==> config.mk <==
export PLATFORM = sky130hd
export DESIGN_NAME = axi_lite_xbar_1to2
export DESIGN_NICKNAME = d
export VERILOG_FILES = /design/src/rtl/axi_xbar_pkg.sv /design/src/rtl/axi_lite_addr_decode.sv /design/src/rtl/axi_lite_xbar_1to2.sv
export SDC_FILE = /design/constraint.sdc
export NUM_CORES = 1
export LEC_CHECK = 0
export CORE_AREA = 2 2 173 175
export DETAILED_ROUTE_END_ITERATION = 10
export DIE_AREA = 0 0 175 177
export SYNTH_ARGS = -nofsm -noshare
export SYNTH_HDL_FRONTEND = slang
export SYNTH_HIERARCHICAL = 1
export SYNTH_SLANG_ARGS = --single-unit
==> constraint.sdc <==
create_clock -name clk -period 2.8 [get_ports clk]
set_clock_uncertainty 0.05 [all_clocks]
set_input_delay 0.42 -clock clk [delete_from_list [all_inputs] [get_ports clk]]
set_output_delay 0.42 -clock clk [all_outputs]
set_load 0.01 [all_outputs]
==> src/rtl/axi_xbar_pkg.sv <==
// Shared types and response codes for the AXI4-Lite 1-to-2 crossbar.
package axi_xbar_pkg;

    typedef enum logic [1:0] {
        R_IDLE,
        R_FWD,
        R_WAIT,
        R_ERR
    } rd_state_t;

    typedef enum logic [1:0] {
        W_COLLECT,
        W_FWD,
        W_RESP,
        W_ERR_RESP
    } wr_state_t;

    typedef enum logic [1:0] {
        TGT_MEM,
        TGT_CLINT,
        TGT_NONE
    } tgt_t;

    localparam logic [1:0] RESP_OKAY   = 2'b00;
    localparam logic [1:0] RESP_SLVERR = 2'b10;
    localparam logic [1:0] RESP_DECERR = 2'b11;

endpackage

==> src/rtl/axi_lite_addr_decode.sv <==
// Combinational address-window decoder: memory window, CLINT window or unmapped.
module axi_lite_addr_decode
    import axi_xbar_pkg::*;
#(
    parameter logic [31:0] MEM_BASE   = 32'h8000_0000,
    parameter logic [31:0] MEM_SIZE   = 32'h0800_0000,
    parameter logic [31:0] CLINT_BASE = 32'h0a00_0048,
    parameter logic [31:0] CLINT_SIZE = 32'h0000_0008
) (
    input  logic [31:0] addr,
    output tgt_t        tgt
);

    logic [31:0] off0;
    logic [31:0] off1;
    logic        hit0;
    logic        hit1;

    // Window hit tests; the CLINT window wins when both windows match.
    always_comb begin
        off0 = addr - MEM_BASE;
        off1 = addr - CLINT_BASE;
        hit0 = (addr >= MEM_BASE) && (off0 < MEM_SIZE);
        hit1 = (addr >= CLINT_BASE) && (off1 < CLINT_SIZE);
        if (hit1) begin
            tgt = TGT_CLINT;
        end else if (hit0) begin
            tgt = TGT_MEM;
        end else begin
            tgt = TGT_NONE;
        end
    end

endmodule

==> src/rtl/axi_lite_xbar_1to2.sv <==
// AXI4-Lite router: one master to memory (s0) and CLINT (s1), DECERR for unmapped.
// Addresses are latched and held on both slaves until the response completes.
module axi_lite_xbar_1to2
    import axi_xbar_pkg::*;
#(
    parameter logic [31:0] MEM_BASE   = 32'h8000_0000,
    parameter logic [31:0] MEM_SIZE   = 32'h0800_0000,
    parameter logic [31:0] CLINT_BASE = 32'h0a00_0048,
    parameter logic [31:0] CLINT_SIZE = 32'h0000_0008
) (
    input  logic        clk,
    input  logic        reset,
    // upstream master
    input  logic        m_awvalid,
    output logic        m_awready,
    input  logic [31:0] m_awaddr,
    input  logic        m_wvalid,
    output logic        m_wready,
    input  logic [31:0] m_wdata,
    input  logic [3:0]  m_wstrb,
    output logic        m_bvalid,
    input  logic        m_bready,
    output logic [1:0]  m_bresp,
    input  logic        m_arvalid,
    output logic        m_arready,
    input  logic [31:0] m_araddr,
    output logic        m_rvalid,
    input  logic        m_rready,
    output logic [31:0] m_rdata,
    output logic [1:0]  m_rresp,
    // slave 0: memory
    output logic        s0_awvalid,
    input  logic        s0_awready,
    output logic [31:0] s0_awaddr,
    output logic        s0_wvalid,
    input  logic        s0_wready,
    output logic [31:0] s0_wdata,
    output logic [3:0]  s0_wstrb,
    input  logic        s0_bvalid,
    output logic        s0_bready,
    input  logic [1:0]  s0_bresp,
    output logic        s0_arvalid,
    input  logic        s0_arready,
    output logic [31:0] s0_araddr,
    input  logic        s0_rvalid,
    output logic        s0_rready,
    input  logic [31:0] s0_rdata,
    input  logic [1:0]  s0_rresp,
    // slave 1: CLINT
    output logic        s1_awvalid,
    input  logic        s1_awready,
    output logic [31:0] s1_awaddr,
    output logic        s1_wvalid,
    input  logic        s1_wready,
    output logic [31:0] s1_wdata,
    output logic [3:0]  s1_wstrb,
    input  logic        s1_bvalid,
    output logic        s1_bready,
    input  logic [1:0]  s1_bresp,
    output logic        s1_arvalid,
    input  logic        s1_arready,
    output logic [31:0] s1_araddr,
    input  logic        s1_rvalid,
    output logic        s1_rready,
    input  logic [31:0] s1_rdata,
    input  logic [1:0]  s1_rresp
);

    tgt_t ar_tgt;
    tgt_t aw_tgt;

    axi_lite_addr_decode #(
        .MEM_BASE  (MEM_BASE),
        .MEM_SIZE  (MEM_SIZE),
        .CLINT_BASE(CLINT_BASE),
        .CLINT_SIZE(CLINT_SIZE)
    ) u_ar_decode (
        .addr(m_araddr),
        .tgt (ar_tgt)
    );

    axi_lite_addr_decode #(
        .MEM_BASE  (MEM_BASE),
        .MEM_SIZE  (MEM_SIZE),
        .CLINT_BASE(CLINT_BASE),
        .CLINT_SIZE(CLINT_SIZE)
    ) u_aw_decode (
        .addr(m_awaddr),
        .tgt (aw_tgt)
    );

    // ---------------- read path ----------------
    rd_state_t   rd_q, rd_d;
    logic [31:0] araddr_q, araddr_d;
    tgt_t        rtgt_q, rtgt_d;
    logic        rsel_clint;
    logic        sel_arready;

    assign s0_araddr = araddr_q;
    assign s1_araddr = araddr_q;

    // Read FSM state and address/target latches.
    always_ff @(posedge clk) begin
        if (reset) begin
            rd_q     <= R_IDLE;
            araddr_q <= '0;
            rtgt_q   <= TGT_NONE;
        end else begin
            rd_q     <= rd_d;
            araddr_q <= araddr_d;
            rtgt_q   <= rtgt_d;
        end
    end

    // Read next-state and channel steering to the selected slave.
    always_comb begin
        rd_d        = rd_q;
        araddr_d    = araddr_q;
        rtgt_d      = rtgt_q;
        m_arready   = 1'b0;
        m_rvalid    = 1'b0;
        m_rdata     = '0;
        m_rresp     = RESP_OKAY;
        s0_arvalid  = 1'b0;
        s1_arvalid  = 1'b0;
        s0_rready   = 1'b0;
        s1_rready   = 1'b0;
        rsel_clint  = (rtgt_q == TGT_CLINT);
        sel_arready = rsel_clint ? s1_arready : s0_arready;
        case (rd_q)
            R_IDLE: begin
                m_arready = 1'b1;
                if (m_arvalid) begin
                    araddr_d = m_araddr;
                    rtgt_d   = ar_tgt;
                    rd_d     = (ar_tgt == TGT_NONE) ? R_ERR : R_FWD;
                end
            end
            R_FWD: begin
                s0_arvalid = !rsel_clint;
                s1_arvalid = rsel_clint;
                if (sel_arready) begin
                    rd_d = R_WAIT;
                end
            end
            R_WAIT: begin
                m_rvalid  = rsel_clint ? s1_rvalid : s0_rvalid;
                m_rdata   = rsel_clint ? s1_rdata  : s0_rdata;
                m_rresp   = rsel_clint ? s1_rresp  : s0_rresp;
                s0_rready = !rsel_clint && m_rready;
                s1_rready = rsel_clint && m_rready;
                if (m_rvalid && m_rready) begin
                    rd_d = R_IDLE;
                end
            end
            R_ERR: begin
                m_rvalid = 1'b1;
                m_rresp  = RESP_DECERR;
                if (m_rready) begin
                    rd_d = R_IDLE;
                end
            end
            default: rd_d = R_IDLE;
        endcase
    end

    // ---------------- write path ----------------
    wr_state_t   wr_q, wr_d;
    logic [31:0] awaddr_q, awaddr_d;
    logic [31:0] wdata_q, wdata_d;
    logic [3:0]  wstrb_q, wstrb_d;
    tgt_t        wtgt_q, wtgt_d;
    logic        aw_have_q, aw_have_d;
    logic        w_have_q, w_have_d;
    logic        aw_sent_q, aw_sent_d;
    logic        w_sent_q, w_sent_d;
    logic        wsel_clint;
    logic        sel_awready;
    logic        sel_wready;

    assign s0_awaddr = awaddr_q;
    assign s1_awaddr = awaddr_q;
    assign s0_wdata  = wdata_q;
    assign s1_wdata  = wdata_q;
    assign s0_wstrb  = wstrb_q;
    assign s1_wstrb  = wstrb_q;

    // Write FSM state, payload latches and handshake flags.
    always_ff @(posedge clk) begin
        if (reset) begin
            wr_q      <= W_COLLECT;
            awaddr_q  <= '0;
            wdata_q   <= '0;
            wstrb_q   <= '0;
            wtgt_q    <= TGT_NONE;
            aw_have_q <= 1'b0;
            w_have_q  <= 1'b0;
            aw_sent_q <= 1'b0;
            w_sent_q  <= 1'b0;
        end else begin
            wr_q      <= wr_d;
            awaddr_q  <= awaddr_d;
            wdata_q   <= wdata_d;
            wstrb_q   <= wstrb_d;
            wtgt_q    <= wtgt_d;
            aw_have_q <= aw_have_d;
            w_have_q  <= w_have_d;
            aw_sent_q <= aw_sent_d;
            w_sent_q  <= w_sent_d;
        end
    end

    // Write next-state: collect AW/W in any order, forward, then return B.
    always_comb begin
        wr_d        = wr_q;
        awaddr_d    = awaddr_q;
        wdata_d     = wdata_q;
        wstrb_d     = wstrb_q;
        wtgt_d      = wtgt_q;
        aw_have_d   = aw_have_q;
        w_have_d    = w_have_q;
        aw_sent_d   = aw_sent_q;
        w_sent_d    = w_sent_q;
        m_awready   = 1'b0;
        m_wready    = 1'b0;
        m_bvalid    = 1'b0;
        m_bresp     = RESP_OKAY;
        s0_awvalid  = 1'b0;
        s1_awvalid  = 1'b0;
        s0_wvalid   = 1'b0;
        s1_wvalid   = 1'b0;
        s0_bready   = 1'b0;
        s1_bready   = 1'b0;
        wsel_clint  = (wtgt_q == TGT_CLINT);
        sel_awready = wsel_clint ? s1_awready : s0_awready;
        sel_wready  = wsel_clint ? s1_wready  : s0_wready;
        case (wr_q)
            W_COLLECT: begin
                m_awready = !aw_have_q;
                m_wready  = !w_have_q;
                if (m_awvalid && m_awready) begin
                    aw_have_d = 1'b1;
                    awaddr_d  = m_awaddr;
                    wtgt_d    = aw_tgt;
                end
                if (m_wvalid && m_wready) begin
                    w_have_d = 1'b1;
                    wdata_d  = m_wdata;
                    wstrb_d  = m_wstrb;
                end
                // Looks at the next-cycle flags so a same-cycle AW+W pair moves on at once.
                if (aw_have_d && w_have_d) begin
                    wr_d = (wtgt_d == TGT_NONE) ? W_ERR_RESP : W_FWD;
                end
            end
            W_FWD: begin
                s0_awvalid = !wsel_clint && !aw_sent_q;
                s1_awvalid = wsel_clint && !aw_sent_q;
                s0_wvalid  = !wsel_clint && !w_sent_q;
                s1_wvalid  = wsel_clint && !w_sent_q;
                if (!aw_sent_q && sel_awready) begin
                    aw_sent_d = 1'b1;
                end
                if (!w_sent_q && sel_wready) begin
                    w_sent_d = 1'b1;
                end
                if (aw_sent_d && w_sent_d) begin
                    wr_d = W_RESP;
                end
            end
            W_RESP: begin
                m_bvalid  = wsel_clint ? s1_bvalid : s0_bvalid;
                m_bresp   = wsel_clint ? s1_bresp  : s0_bresp;
                s0_bready = !wsel_clint && m_bready;
                s1_bready = wsel_clint && m_bready;
                if (m_bvalid && m_bready) begin
                    aw_have_d = 1'b0;
                    w_have_d  = 1'b0;
                    aw_sent_d = 1'b0;
                    w_sent_d  = 1'b0;
                    wr_d      = W_COLLECT;
                end
            end
            W_ERR_RESP: begin
                m_bvalid = 1'b1;
                m_bresp  = RESP_DECERR;
                if (m_bready) begin
                    aw_have_d = 1'b0;
                    w_have_d  = 1'b0;
                    aw_sent_d = 1'b0;
                    w_sent_d  = 1'b0;
                    wr_d      = W_COLLECT;
                end
            end
            default: wr_d = W_COLLECT;
        endcase
    end

endmodule

======== Word-level counts from Yosys, hierarchy flattened ========
Cells that the tools add are included.
cells by class
  add/subtract/negate cells ............... 4
  $lt $le $gt $ge ......................... 8
  eq/ne operators ......................... 18
  mux-type cells .......................... 58
  reduce and logical (&&, ||, !) cells .... 37
operators with widths
  cell                    count
  $ge 32x28->1 const B    2
  $ge 32x32->1 const B    2
  $lt 32x28->1 const B    2
  $lt 32x4->1 const B     2
  $mux 32                 2
  $sub 32x28->32 const B  2
  $sub 32x32->32 const B  2
  $mux 2                  18
  $mux 1                  28
  $logic_and 1x1->1       20
  $ne 2x2->1 const B      8
  $pmux 2 s4              2
  $eq 2x2->1 const B      6
  $pmux 1 s3              4
  $eq 2x1->1 const B      4
  $pmux 2 s2              2
  $reduce_and 4->1        2
  $logic_not 1->1         6
  $reduce_and 2->1        3
  $reduce_and 3->1        2
  $reduce_bool 3->1       2
  $logic_not 2->1         2
  $pmux 1 s2              2
storage, ports and cells
  bits in registers ....................... 112
  bits of input ports ..................... 189
  output and inout bits ................... 251
  word-level logic and storage cells ...... 137

======== Depth between registers and ports, before layout ========
Gate-level depths: netlist of the first run.
  depth in word-level cells ............... 11
  gate-level depth with buffers ........... 12
  depth with buffers taken out ............ 12

======== By module ========
The synthesis of the first run kept the hierarchy.
modules (own cells, without submodules)
  module                instances  cells an instance  area an instance (sq um)  seq. area each (sq um)
  axi_lite_xbar_1to2    1          754                5472.7                    2242.2
  axi_lite_addr_decode  2          89                 588.1                     0.0

======== Worst setup path after synthesis of the first run ========
No wires, ideal clock.
  kind .................................... input -> register
  start ................................... in m_awaddr[3]
  end ..................................... reg wr_q[1]
  library setup time ...................... 0.131 ns
  data arrival time ....................... 2.592 ns
  data required time ...................... 2.619 ns
  slack ................................... 0.027 ns
  stages on the path ...................... 12
  buffers on the path ..................... 1
  cell sequence ........................... inv_1 > ha_1 > nor2b_1 > o2111ai_1 > o21ai_0 > or4_1 > a211oi_1 > nor4b_2 > buf_4 > and3b_1 > o21bai_1 > a31oi_1
between the ends
  elaborated cells between the ends (all ways) .. 16
  those cells by class .................... add/sub: 2; order compare: 4; eq/ne: 1; mux: 7; reduce/logical: 2
RTL lines
  item                        line                        text
  start: declaration          axi_lite_xbar_1to2.sv:16    input logic [31:0] m_awaddr,
  $sub 32x28->32              axi_lite_addr_decode.sv:22  off1 = addr - CLINT_BASE;
  $lt 32x4->1                 axi_lite_addr_decode.sv:24  hit1 = (addr >= CLINT_BASE) && (off1 < CLINT_SIZE);
  $logic_and 1x1->1 *         axi_lite_addr_decode.sv:24
  named net u_aw_decode.hit1  axi_lite_addr_decode.sv:17  logic hit1;
  $mux 2 *                    axi_lite_addr_decode.sv:25  if (hit1) begin
  named net aw_tgt[0]         axi_lite_xbar_1to2.sv:70    tgt_t aw_tgt;
  $mux 2 *                    axi_lite_xbar_1to2.sv:241   if (m_awvalid && m_awready) begin
  $mux 2 *                    axi_lite_xbar_1to2.sv:237   case (wr_q)
  $eq 2x2->1 *                axi_lite_xbar_1to2.sv:253   wr_d = (wtgt_d == TGT_NONE) ? W_ERR_RESP : W_FWD;
  $mux 2 *                    axi_lite_xbar_1to2.sv:253
  $mux 2 *                    axi_lite_xbar_1to2.sv:252   if (aw_have_d && w_have_d) begin
  $pmux 2 s4 *                axi_lite_xbar_1to2.sv:237
  end signal: assignment      axi_lite_xbar_1to2.sv:201   wr_q <= wr_d;
  end: declaration            axi_lite_xbar_1to2.sv:168   wr_state_t wr_q, wr_d;
Mark *: on every way through the listed nets, which the timed path passes. The rest lies on a longest branch. The select of a mux whose other input is x is not followed.
A chain may end at the register's enable or synchronous reset.

======== Final worst setup path of the first run ========
  start ................................... in m_awaddr[18]
  end ..................................... reg wr_q[1]
between the ends
  elaborated cells between the ends (all ways) .. 16
  those cells by class .................... add/sub: 2; order compare: 4; eq/ne: 1; mux: 7; reduce/logical: 2
RTL lines
  item                 line
  $sub 32x28->32       axi_lite_addr_decode.sv:22
  $lt 32x4->1          axi_lite_addr_decode.sv:24
  $logic_and 1x1->1 *  axi_lite_addr_decode.sv:24
  $mux 2 *             axi_lite_addr_decode.sv:25
  named net aw_tgt[0]  axi_lite_xbar_1to2.sv:70
  $mux 2 *             axi_lite_xbar_1to2.sv:241
  $mux 2 *             axi_lite_xbar_1to2.sv:237
  $eq 2x2->1 *         axi_lite_xbar_1to2.sv:253
  $mux 2 *             axi_lite_xbar_1to2.sv:253
  $mux 2 *             axi_lite_xbar_1to2.sv:252
  $pmux 2 s4 *         axi_lite_xbar_1to2.sv:237
Marks and branches as above.

==> results_dict.tcl, run 1 <==
set metrics [dict create \
    p_comb_share_pct 36.8 \
    grt_pass1_wl_microns 44200 \
    yosysUniqueCellTypes 54 \
    numCtsBuffers 9 \
    leakage_nw 4.62 \
    drive_gt1_share_pct 14.5 \
    grt_pass1_vias 7662 \
    grt_use_total_pct 18.2 \
    critPathKind "primary input to register" \
    p_seq_share_pct 37.5 \
    rsz0062_at_grt "no" \
    clock_path_buffers 2 \
    synth_nets 1125 \
    place_congestion 0.888 \
    cts-root-buf "clkbuf_16" \
    port_buffers 439 \
    design.core.area_sq_um 29200 \
    fin_crit_ps 2720 \
    cp-start-kind "primary input" \
    holdPathStages 3 \
    synth_top_family_by_area "simple AND/OR/NAND/NOR gates" \
    maxSlewViolCount 0 \
    status "completed" \
    grt_remaining_overflow 0 \
    die_w_microns 175 \
    clk_pin_slew_ps 80 \
    cp.arrival_ps 2910 \
    cellInternalPower_mw 3.38 \
    ys_async_sr_fraction_pct 0 \
    cap_violations 0 \
    firstDrtPassIters 5 \
    final_common_cell "clkdlybuf4s50_1" \
    worstPathMaxFanout 3 \
    powerDensity_nw_per_um2 422 \
    yosysSeqAreaShare_pct 33.7 \
    setup_viol 0 \
    clk_latency_ps 360 \
    fin_nets 1536 \
    syn_to_final_growth_pct 80.5 \
    postRouteAntennaNets 0 \
    hold_ws_ps 314 \
    synthAdderAreaFrac_pct 0.753 \
    grt_max_degree 48 \
    ir_worst_vdd_v 0.000216 \
    fmax_mhz 368 \
    yosys.area_share.simple_pct 28.7 \
    min_period_over_period_pct 97.2 \
    post_drt_wl_per_cell_microns 17.2 \
    synth_seq_cells 112 \
    routed_via_density 4.54 \
    dieArea_sq_um 31000 \
    start_util_pct 22.7 \
    tightest_slew_ps 601 \
    hpwl_microns 23600 \
    ios 440 \
    die_y_microns 177 \
    clock-sinks 112 \
    synth_area_sq_um 6650 \
    num_rows 63 \
    worstSetupEndpointType "register" \
    p_sw_mw 1.68 \
    postRouteWirelength_microns 29900 \
    cts_tree "done" \
    drc 0 \
    synth_xor_area_share_pct 0.527 \
    yosysWarnings 6 \
    synth_flop_cell "dfxtp_1" \
    relSlewSlack_pct 59.9 \
    drt_first_iter_violations 518 \
    r2r_cells 5 \
    min_path_type "primary input to register" \
    vias 7905 \
    final_cell_mix "392 x clkdlybuf4s50_1, 290 x nand2_1, 147 x a21oi_1" \
    antenna_found_initial 7 \
    synth_compound_area_share_pct 19.3 \
    synth_edf_count 0 \
    synth_top_area_share_pct 33.7 \
    synth_top_area_cell "dfxtp_1" \
    syn_inst 932 \
    worstPathRequired_ps 2990 \
    p_clk_share_pct 25.8 \
    p_sw_share_pct 33.2 \
    power.total_mw 5.07 \
    htree_levels 3 \
    syn_avg_cell_area_sq_um 7.13 \
    synthMuxAreaShare_pct 0.809 \
    report.final.hold_viol_count 0 \
    netlist_top_cells_area "dfxtp_1 34%, nand2_1 16%, buf_4 13%, a21oi_1 11%, nor2_1 2.1%" \
]
==> power by group through the flow <==
stage	Clock (mW)	Sequential [mW]	Combinational [mW]
floorplan	0	1.94	0.804
global placement	0	1.93	1.84
detailed placement	0	1.94	1.85
CTS	1.37	1.90	1.86
global route	1.43	1.92	2.01
finish	1.30	1.90	1.86
==> layout make-up <==
type                    count  area (sq um)
well taps                 390           488
clock inverters             7          60.1
inverters                  16          60.1
diodes                      4          10.0
flip-flops and latches    112          2240
fillers                  2949         17200
multi-input cells         652          3600
clock buffers               9           225
repair buffers            552          5310
==> worst max-delay path, cell delays in order <==
cell and delay (ps):
clkdlybuf4s50_1 450, nor3_2 180, nand4_2 130, or3_4 370, buf_4 150, a22oi_2 140
nand4_1 180, nor4b_4 340, buf_4 150, and3b_1 160, o21bai_1 130, a31oi_1 90
==> Yosys cell counts, drive strengths merged (2+ instances only) <==
library cell  number
o32ai              2
and2               4
nor2b              6
nand2            292
o22ai              2
nor2              37
a21oi            148
o21ai              7
a2111o             2
nand4              9
o41a               2
or3                2
nor4b              6
a211oi            10
inv               16
nand2b             8
o211ai             2
a2111oi            4
buf              129
a22oi              2
o21a               7
mux2               3
mux2i              2
ha                 4
dfxtp            112
a21bo              2
nor3              24
or4                4
nand3b             6
o31ai              6
clkbuf            23
and3b              2
nor4              18
o2111ai            6
a31oi              5
xnor2              4
nand3              3
a311oi             2
o31a               2
==> sequential cells by signal, summed over array words and instances (netlist names) <==
signal	flops
wr_q	2
s0_araddr	32
s0_wstrb	4
w_sent_q	1
wtgt_q	2
rtgt_q	2
s0_awaddr	32
w_have_q	1
s0_wdata	32
aw_sent_q	1
rd_q	2
aw_have_q	1
==> final timing paths <==
check | slack [ps] | from | end
min reg2reg | 430 | s0_araddr[11] | s0_araddr[11]
max | 80 | m_awaddr[18] | wr_q[1]
min | 310 | m_awaddr[24] | s0_awaddr[24]
max reg2reg | 910 | wtgt_q[0] | wr_q[1]
==> through the flow <==
stage               setup WS, ps  instance area [sq um]  std cells  setup TNS [ps]  util [%]
floorplan                   27.4                   6650        932               0         -
global placement            -694                  11400       1717           -3250      38.8
detailed placement          -723                  11400       1717           -3310      38.8
CTS                        0.206                  11800       1734               0      40.2
global route               0.397                  12000       1740               0      41.0
finish                      79.3                  12000       1742               0      41.0
==> kinds of logic (layout without fill, tap and decap cells) <==
logic type | Yosys count | in the layout
flops | 112 | 112
fa+ha+maj | 4 | 4
xor+xnor | 4 | 4
simple gates | 422 | 422
other cells | 0 | 4
compound gates | 217 | 217
mux | 5 | 5
buf+inv | 168 | 584
==> layer usage <==
metal,GRT usage [%],wire length (microns),vias up
li1,-,-,3899
met1,23.1,12700,3686
met2,31.2,14800,301
met3,3.61,2050,19
met4,5.17,448,0
met5,0,0,-
==> timing repair <==
item                                    in CTS  in global routing
hold buffers                                 0                  0
setup buffers                                1                  4
endpoints found under the setup margin       6                  4
gates resized for setup                     44                 73
pin swaps                                   24                 40
No activity file was read; power rests on OpenSTA's default activity.
==> run 2: changes to the inputs <==
--- a/config.mk
+++ b/config.mk
@@ -5,9 +5,10 @@
 export SDC_FILE = /design/constraint.sdc
 export NUM_CORES = 1
 export LEC_CHECK = 0
-export CORE_AREA = 2 2 173 175
+export CORE_AREA = 10 10 162 164
 export DETAILED_ROUTE_END_ITERATION = 10
-export DIE_AREA = 0 0 175 177
+export DIE_AREA = 0 0 172 174
+export PLACE_DENSITY = 0.7
 export SYNTH_ARGS = -nofsm -noshare
 export SYNTH_HDL_FRONTEND = slang
 export SYNTH_HIERARCHICAL = 1
==> results_dict.tcl, run 2 (same netlist as run 1, synthesis figures left out) <==
set metrics [dict create \
    status "completed" \
    min_period_over_period_pct 97.5 \
    clock_path_buffers 2 \
    worstPathRequired_ps 2980 \
    crit_slowest_cell "or4_4" \
    dpl_cell_area_sq_um 11200 \
    postRouteAntennaNets 0 \
    fin_area_sq_um 12000 \
    ir_worst_vdd_v 0.000345 \
    drt_first_iter_violations 517 \
    report.final.hold_viol_count 0 \
    cp_cell_sequence "clkdlybuf4s15_1 > inv_2 > ha_4 > nand2_2 > a2111oi_4 > o2111ai_2 > or4_4 > a211oi_4 > nor4b_4 > a31oi_2 > nand3b_1 > a211o_1 > a21oi_2" \
    cp.arrival_ps 2910 \
    hold_ws_ps 314 \
    hpwl_microns 26100 \
    fin_crit_ps 2730 \
    port_buffers 439 \
    die_w_microns 172 \
    routed_via_density 4.84 \
    htree_levels 3 \
    crit_buf_inv 2 \
    cts_tree "done" \
    min_path_type "primary input to register" \
    place_congestion 0.880 \
    num_rows 56 \
    relSlewSlack_pct 56.0 \
    postRouteWirelength_microns 32700 \
    fmax_mhz 366 \
    drive_gt1_share_pct 15.1 \
    powerDensity_nw_per_um2 427 \
    tightest_slew_ps 660 \
    grt_max_degree 57 \
    final_cell_mix "395 x clkdlybuf4s50_1, 290 x nand2_1, 147 x a21oi_1" \
    final_common_cell "clkdlybuf4s50_1" \
    worstSetupEndpointType "register" \
    cts.hold.buffers_added 0 \
    setup_viol 0 \
    design.core.area_sq_um 23100 \
    vias 7949 \
    clk_latency_ps 350 \
    die_y_microns 174 \
    leakage_nw 4.56 \
    numCtsBuffers 9 \
    critical-path-top-delay-family "simple AND/OR/NAND/NOR gates" \
    cp-start-kind "primary input" \
    grt_pass1_wl_microns 46900 \
    ios 440 \
    grt_pass1_vias 8048 \
    post-route-util_pct 51.7 \
    clock-sinks 112 \
    clk_pin_slew_ps 80 \
    firstDrtPassIters 5 \
    drc 0 \
    critPathKind "primary input to register" \
    worstPathMaxFanout 3 \
    syn_to_final_growth_pct 79.9 \
    post_drt_wl_per_cell_microns 19.9 \
    fin_nets 1536 \
    cap_violations 0 \
    slowest_delay_ps 550 \
    start_util_pct 28.8 \
    antenna_found_initial 4 \
    cts-root-buf "clkbuf_16" \
    grt_remaining_overflow 0 \
    dieArea_sq_um 29900 \
    maxSlewViolCount 0 \
    grt_use_total_pct 20.0 \
]
==> run 2: worst min-delay path, stage by stage <==
cell	delay [ps]
dlymetal6s2s_1	140
nand2_1	60
a21oi_1	50
==> run 2: area by class of cell <==
class                      count  area [sq um]
fill                        2165         11200
sequential                   112          2240
multi-input combinational    652          3720
timing repair buffer         552          5270
inverter                      16          60.1
clock inverter                 6          58.8
antenna                        4          10.0
tap                          290           363
clock buffer                  10           239
==> run 2: path summary, 6_finish.rpt <==
check	from	to	slack (ps)	cells after the start
max	m_araddr[3]	rd_q[1]	70	13
min	m_awaddr[24]	s0_awaddr[24]	310	3
max reg2reg	wtgt_q[0]	wr_q[1]	970	5
min reg2reg	s0_araddr[20]	s0_araddr[20]	430	2
==> run 2: report_power, final <==
group	total, mW	internal [mW]	switching (mW)
Clock	1.32	0.650	0.667
Sequential	1.89	1.74	0.152
Combinational	1.89	1.02	0.874
==> run 2: stage by stage <==
stage / instances / TNS, ps / setup slack [ps] / power [mW]
finish: 1642 / 0 / 69.9 / 5.10
global route: 1641 / -63.9 / -63.9 / 5.37
CTS: 1634 / 0 / 1.26 / 5.14
detailed placement: 1614 / -3270 / -755 / 3.79
global placement: 1614 / -2810 / -648 / 3.77
floorplan: 932 / 0 / 27.4 / 2.74
==> run 2: what timing repair did <==
action                     4_1_cts  5_1_grt
setup endpoints to repair        6        4
gates resized for setup         65       69
pin swaps                       32       39
setup buffers                    4        5
==> run 2: per-layer routing <==
metal	part of all wire, %	track usage, %
met4	2.2	7.08
met5	0	0
met3	8.5	5.75
met2	52	36.6
met1	37	21.1
